`src/rtl/alu_exec_ctrl.sv`:
```
// Multi-cycle execute sequencer: reads one or two registers through the shared
// register-file port, runs an 8-bit ALU op, writes the result back and updates flags.
module alu_exec_ctrl #(
  parameter int DATA_W = 8,
  parameter int ADDR_W = 2
) (
  input  logic              clk,
  input  logic              reset,
  input  logic              start,
  input  logic [2:0]        opcode,
  input  logic [ADDR_W-1:0] rs1,
  input  logic [ADDR_W-1:0] rs2,
  input  logic [ADDR_W-1:0] rdst,
  output logic [ADDR_W-1:0] rf_addr,
  output logic              rf_rd,
  output logic              rf_wr,
  output logic [DATA_W-1:0] rf_wdata,
  input  logic [DATA_W-1:0] rf_rdata,
  output logic              busy,
  output logic              done,
  output logic [DATA_W-1:0] result,
  output logic              zero_flag,
  output logic              carry_flag
);

  // state  | meaning
  // IDLE   | waiting for start
  // READ_A | port reads rs1, operand A captured at the closing edge
  // READ_B | port reads rs2 (two-operand ops only)
  // EXEC   | ALU result and flags registered at the closing edge
  // WRITE  | one-cycle write of the result to rdst
  // DONE   | completion pulse, start ignored
  typedef enum logic [2:0] {
    S_IDLE, S_READ_A, S_READ_B, S_EXEC, S_WRITE, S_DONE
  } state_t;

  state_t state, state_nxt;

  logic [2:0]        opcode_q;
  logic [ADDR_W-1:0] rs2_q, rdst_q;
  logic [DATA_W-1:0] op_a, op_b;
  logic              two_op;

  logic [DATA_W:0]   alu_full;
  logic [DATA_W-1:0] alu_res;

  logic [ADDR_W-1:0] rf_addr_nxt;
  logic              rf_rd_nxt, rf_wr_nxt, busy_nxt, done_nxt;
  logic [DATA_W-1:0] rf_wdata_nxt;

  assign two_op = (opcode_q <= 3'd4);

  always_comb begin
    alu_full = '0;
    case (opcode_q)
      3'd0:    alu_full = {1'b0, op_a} + {1'b0, op_b};
      3'd1:    alu_full = {1'b0, op_a} - {1'b0, op_b};  // bit DATA_W is the borrow
      3'd2:    alu_full = {1'b0, op_a & op_b};
      3'd3:    alu_full = {1'b0, op_a | op_b};
      3'd4:    alu_full = {1'b0, op_a ^ op_b};
      3'd5:    alu_full = {1'b0, ~op_a};
      3'd6:    alu_full = {op_a, 1'b0};
      default: alu_full = {1'b0, op_a};
    endcase
  end

  assign alu_res = alu_full[DATA_W-1:0];

  always_ff @(posedge clk) begin
    if (reset) state <= S_IDLE;
    else       state <= state_nxt;
  end

  always_comb begin
    state_nxt = state;
    case (state)
      S_IDLE:   if (start) state_nxt = S_READ_A;
      S_READ_A: state_nxt = two_op ? S_READ_B : S_EXEC;
      S_READ_B: state_nxt = S_EXEC;
      S_EXEC:   state_nxt = S_WRITE;
      S_WRITE:  state_nxt = S_DONE;
      S_DONE:   state_nxt = S_IDLE;
      default:  state_nxt = S_IDLE;
    endcase
  end

  // Outputs are registered, so they are decoded from the state being entered.
  always_comb begin
    rf_addr_nxt  = '0;
    rf_rd_nxt    = 1'b0;
    rf_wr_nxt    = 1'b0;
    rf_wdata_nxt = '0;
    busy_nxt     = 1'b0;
    done_nxt     = 1'b0;
    case (state_nxt)
      S_READ_A: begin
        rf_addr_nxt = rs1;
        rf_rd_nxt   = 1'b1;
        busy_nxt    = 1'b1;
      end
      S_READ_B: begin
        rf_addr_nxt = rs2_q;
        rf_rd_nxt   = 1'b1;
        busy_nxt    = 1'b1;
      end
      S_EXEC:  busy_nxt = 1'b1;
      S_WRITE: begin
        rf_addr_nxt  = rdst_q;
        rf_wr_nxt    = 1'b1;
        rf_wdata_nxt = alu_res;
        busy_nxt     = 1'b1;
      end
      S_DONE:  done_nxt = 1'b1;
      default: ;
    endcase
  end

  always_ff @(posedge clk) begin
    if (reset) begin
      rf_addr    <= '0;
      rf_rd      <= 1'b0;
      rf_wr      <= 1'b0;
      rf_wdata   <= '0;
      busy       <= 1'b0;
      done       <= 1'b0;
      result     <= '0;
      zero_flag  <= 1'b0;
      carry_flag <= 1'b0;
      opcode_q   <= '0;
      rs2_q      <= '0;
      rdst_q     <= '0;
      op_a       <= '0;
      op_b       <= '0;
    end else begin
      rf_addr  <= rf_addr_nxt;
      rf_rd    <= rf_rd_nxt;
      rf_wr    <= rf_wr_nxt;
      rf_wdata <= rf_wdata_nxt;
      busy     <= busy_nxt;
      done     <= done_nxt;
      if (state == S_IDLE && start) begin
        opcode_q <= opcode;
        rs2_q    <= rs2;
        rdst_q   <= rdst;
      end
      if (state == S_READ_A) op_a <= rf_rdata;
      if (state == S_READ_B) op_b <= rf_rdata;
      if (state == S_EXEC) begin
        result     <= alu_res;
        zero_flag  <= (alu_res == '0);
        carry_flag <= alu_full[DATA_W];
      end
    end
  end

endmodule

```
`config.mk`:
```
export PLATFORM = sky130hd
export DESIGN_NAME = alu_exec_ctrl
export DESIGN_NICKNAME = d
export VERILOG_FILES = /design/src/rtl/alu_exec_ctrl.sv
export SDC_FILE = /design/constraint.sdc
export NUM_CORES = 1
export LEC_CHECK = 0
export CAP_MARGIN = 0
export CORE_MARGIN = 4
export CORE_UTILIZATION = 35
export DETAILED_ROUTE_END_ITERATION = 8
export GPL_TIMING_DRIVEN = 0
export MAX_ROUTING_LAYER = met4
export SYNTH_ARGS = -nofsm -noshare
export SYNTH_HDL_FRONTEND = slang
export SYNTH_SLANG_ARGS = --single-unit
```
`constraint.sdc`:
```
create_clock -name clk -period 3.2 [get_ports clk]
set_clock_uncertainty 0.15 [all_clocks]
set_input_delay 0.48 -clock clk [delete_from_list [all_inputs] [get_ports clk]]
set_output_delay 0.48 -clock clk [all_outputs]
set_load 0.01 [all_outputs]
```
== Yosys cells after proc, flatten, opt, wreduce, memory -nomap -nowiden ==
Index checks and enable logic that the tools add are counted.

* Register bits: 50
* Bits of input ports: 20
* Output and inout port bits: 24
* Logic and storage cells: 54

* Add/subtract/negate cells: 2
* $lt $le $gt $ge: 1
* Eq/ne operators: 15
* Muxes and demuxes: 9
* Bitwise logic cells: 5
* Reduce and logical (&&, ||, !) cells: 7

{| class="wikitable"
|+ Operator list
! operator !! count
|-
| case mux 9 bit (7 select lines) || 1
|-
| equality test 3 x 2 -> 1 bit (second input constant) || 6
|-
| equality test 3 bit (second input constant) || 6
|-
| case mux 3 bit (5 select lines) || 1
|-
| adder 8 x 8 -> 9 bit || 1
|-
| equality test 3 x 1 -> 1 bit (second input constant) || 3
|-
| subtractor 8 x 8 -> 9 bit || 1
|-
| AND 8 bit || 1
|-
| logical NOT 8 bit || 1
|-
| inverter 8 bit || 1
|-
| OR 8 bit || 1
|-
| XOR 8 bit || 1
|-
| logical NOT 3 bit || 2
|-
| case mux 2 bit (3 select lines) || 1
|-
| 2-to-1 mux 1 bit || 5
|-
| OR reduction 2 bit || 2
|-
| OR reduction 4 bit || 1
|-
| less-or-equal comparator 3 bit (second input constant) || 1
|-
| 2-to-1 mux 3 bit || 1
|-
| logical AND 1 bit || 1
|-
| inverter 1 bit || 1
|}

== Longest topological paths before layout ==
* Depth in word-level cells: 6
* Gate-level depth with buffers: 12
* Mapped depth without buffers: 12

== Least setup slack after synthesis ==
No wires, ideal clock.

* Kind: register to register
* Start point: reg opcode_q[2]
* End point: reg zero_flag
* Library setup time: 0.084 ns
* Arrival: 2.523 ns
* Data required time: 2.966 ns
* Setup slack: 0.443 ns
* Stages on the path, launching flop included: 12
* Buffers on the path: 1
* Period minus slack after synthesis: 2.757 ns
* Path through: dfxtp_1 buf_2 nor2_4 nand2_1 mux2i_1 fa_1 nor2b_1 a311oi_1 o32ai_1 a211oi_1 nand4_1 o31ai_2

* Cells in the longest elaborated chain, start to end: 3
* Elaborated cells on any way between the ends: 9
* Those cells by class: eq/ne (6); mux (1); reduce/logical (2)

{| class="wikitable"
|+ RTL lines
! element !! RTL line !! source
|-
| start, declared || 39 || <nowiki>logic [2:0] opcode_q;</nowiki>
|-
| start signal, assigned || 142 || <nowiki>opcode_q <= opcode;</nowiki>
|-
| equality test 3 bit (tied with other cells) || 55 || <nowiki>case (opcode_q)</nowiki>
|-
| case mux 9 bit (7 select lines) (*) || 55 ||
|-
| logical NOT 8 bit (*) || 150 || <nowiki>zero_flag <= (alu_res == '0);</nowiki>
|-
| end signal, assigned || 150 ||
|-
| end, declared || 22 || <nowiki>output logic zero_flag,</nowiki>
|}

Mark *: on every way between the ends. The rest lies on a longest branch, timed or not.
A chain may end at the register's enable or synchronous reset.

== Worst setup path in the final report ==
* Start point: reg opcode_q[0]
* End point: reg zero_flag

The elaborated chain is that of the path after synthesis.

==> impl_metrics.tcl <==
set metrics [dict create \
    synth_edf_count 0 \
    rows 33 \
    ys_warn_count 0 \
    synth_area_leader_cell "dfxtp_1" \
    wl_mm 8.226 \
    place_inst 510 \
    ant_nets 0 \
    status "finished clean" \
    worst_path_largest_cell_delay_ns 0.45 \
    core_area_mm2 0.008341 \
    initial_utilization_pct 36.44 \
    fin_util_pct 44.55 \
    fin_nets 459 \
    drtIter0Drc 134 \
    synthCells 363 \
    grt_pass1_wl_mm 13.54 \
    firstDrtPassIters 4 \
    grtUsageTotal_pct 17.16 \
    final_cell_mix "49 x dfxtp_1, 42 x nor2_1, 42 x clkdlybuf4s50_1" \
    setup_viol 0 \
    powerDensity_mw_per_mm2 512.2 \
    htree_levels 2 \
    cp-end-kind "flip-flop" \
    cts_tree "built" \
    rr_worst_depth 10 \
    layout_commonest_cell "dfxtp_1" \
    hold_slack_ns 0.3116 \
    path_clk_slew_ns 0.10 \
    clk_path_buf_depth 2 \
    clock-root-buffer "clkbuf_8" \
    clock_latency_ns 0.32 \
    worst_pin_slew_ns 0.7397 \
    vias_per_cell 5.297 \
    max-cap-violations 0 \
    path_cells "clkbuf_2 -> nand2_2 -> mux2i_2 -> fa_1 -> nor2b_1 -> a311oi_1 -> o32ai_2 -> a211oi_1 -> nand4_1 -> o31ai_2" \
    post_layout_nonfiller_instances 519 \
    synthesis.area_mm2 0.003039 \
    drive_above_1_share_pct 9.662 \
    arrival_ns 3.06 \
    period_share_pct 92.99 \
    die_w_um 101.2 \
    cts_buffers 5 \
    drc_errors 0 \
    hp-class "reg2reg" \
    place_congestion 0.9499 \
    seq_area_frac_synth_pct 32.94 \
    synthArstFlopShare_pct 0 \
    whs_path_depth 2 \
    die_area_mm2 0.01024 \
    synth.distinct_cells 62 \
    routedWlPerCell_um 15.85 \
    crit_fanout 10 \
    synth_top_area_share_pct 32.94 \
    grt_max_degree 17 \
    antenna_found_initial 0 \
    diodes 0 \
    postSynthAreaPerCell_um2 8.372 \
    min_period_ns 2.976 \
    die_h_um 101.2 \
    syn-num-nets 409 \
    overflow 0 \
    worst-setup-path-type "reg2reg" \
    dp.final_hpwl_mm 6.354 \
    place.port_buffers 42 \
    crit_slowest_cell "fa_1" \
    ir_worst_vdd_uv 180.6 \
    synth-main-ff-cell "dfxtp_1" \
    netlist_top_cells_area "dfxtp_1 33%, ha_1 10%, a21oi_1 5.6%, nor2_1 5.2%, nand2_1 3.8%" \
    drv_slew 0 \
    cts.sinks 50 \
    cp.required_ns 3.28 \
    vias 2749 \
    hold_violations 0 \
    io_pins 44 \
    startpoint_type "flip-flop" \
    grt_pass1_vias 2702 \
    ys_ff_latch 50 \
    hold_buffers 0 \
    max_freq_mhz 336.0 \
    area_delta_synth_final_pct 22.27 \
    slew_headroom_pct 50.35 \
    leakage_nw 1.429 \
]
per-stage QoR:
stage                     area (um^2)  total power, mW  setup WS (ns)    TNS, ns
after CTS                        3702            1.915        0.05077          0
after detailed placement         3591            1.491       -0.06679   -0.06679
after global placement           3591            1.477       -0.04218   -0.04218
after floorplan                  3039            1.283         0.4427          0
after global routing             3716            2.037      -0.008966  -0.008966
final                            3716            1.903         0.2242          0
layout make-up:
cell class / instances / area, um^2
Buffer: 18 / 97.59
Clock buffer: 6 / 82.58
Clock inverter: 2 / 16.27
Fill cell: 879 / 4624
Inverter: 23 / 86.33
Multi-Input combinational cell: 272 / 1872
Sequential cell: 50 / 1002
Tap cell: 105 / 131.4
Timing Repair Buffer: 43 / 427.9
where the power goes:
| group | internal, mW | total [mW] | switching (mW) |
|---|---|---|---|
| Clock | 0.179 | 0.413 | 0.234 |
| Combinational | 0.347 | 0.790 | 0.443 |
| Sequential | 0.661 | 0.701 | 0.0393 |
| Total | 1.19 | 1.90 | 0.716 |
cells by family (layout without fill, tap and decap cells):
logic type | after synthesis | after routing | share of synthesized area [%]
simple gates | 133 | 133 | 21.74
flops | 50 | 50 | 32.94
mux | 15 | 15 | 5.228
buf+inv | 41 | 92 | 5.928
fa+ha+maj | 26 | 26 | 10.95
compound gates | 85 | 85 | 19.47
xor+xnor | 13 | 13 | 3.746
path summary, 6_finish.rpt:
path,slack (ns),endpoint,startpoint
max,0.22,zero_flag$_SDFFE_PP0N_,opcode_q[0]$_SDFFE_PP0P_
min,0.31,rdst_q[1]$_SDFFE_PP0P_,rdst_q[1]$_SDFFE_PP0P_
max reg2reg,0.22,zero_flag$_SDFFE_PP0N_,opcode_q[0]$_SDFFE_PP0P_
min reg2reg,0.31,rdst_q[1]$_SDFFE_PP0P_,rdst_q[1]$_SDFFE_PP0P_
Yosys cell counts (all sizes together), types with 2 or more instances:
library cell / instances
a311oi: 2
a31oi: 2
clkbuf: 10
nor2b: 6
nor2: 44
and3: 6
o21a: 2
mux2: 4
a222oi: 2
xor2: 2
nand2b: 8
ha: 25
o32ai: 2
a21oi: 34
and2: 3
or2: 3
a211oi: 9
o22ai: 2
a21o: 2
o311ai: 2
buf: 8
dfxtp: 50
xnor2: 11
nand3: 13
nor3: 9
mux2i: 11
inv: 23
nor3b: 3
a221oi: 6
o31ai: 4
nand2: 31
o21ai: 10
routing by layer:
metal / vias to the layer above / track usage (%) / share of wire [%]
met5: - / - / 0
met4: 0 / 4.806 / 1.1
met3: 5 / 2.479 / 5.0
met2: 63 / 27.11 / 46
met1: 1310 / 22.88 / 48
li1: 1371 / - / -
critical path, delay by kind of cell, from the launching register on:
family          cells  cell delay, ns
fa+ha+maj           1            0.45
buf+inv             1            0.28
flops               1            0.41
compound gates      4            0.89
mux                 1            0.27
simple gates        3            0.45
state kept, by name, summed over array words and instances, names as in the netlist, 2 cells and up:
name	cells
rf_addr	2
opcode_q	3
op_b	8
state	3
rf_wdata	8
rs2_q	2
rdst_q	2
op_a	8
result	8
timing repair:
item | CTS | global route
gates resized for setup | 2 | 5
cloned | 0 | 0
endpoints found under the setup margin | 1 | 6
hold endpoints to repair | 0 | 0
setup buffers | 1 | 0
pin swaps | 1 | 0
(Power assumes the default switching activity.)
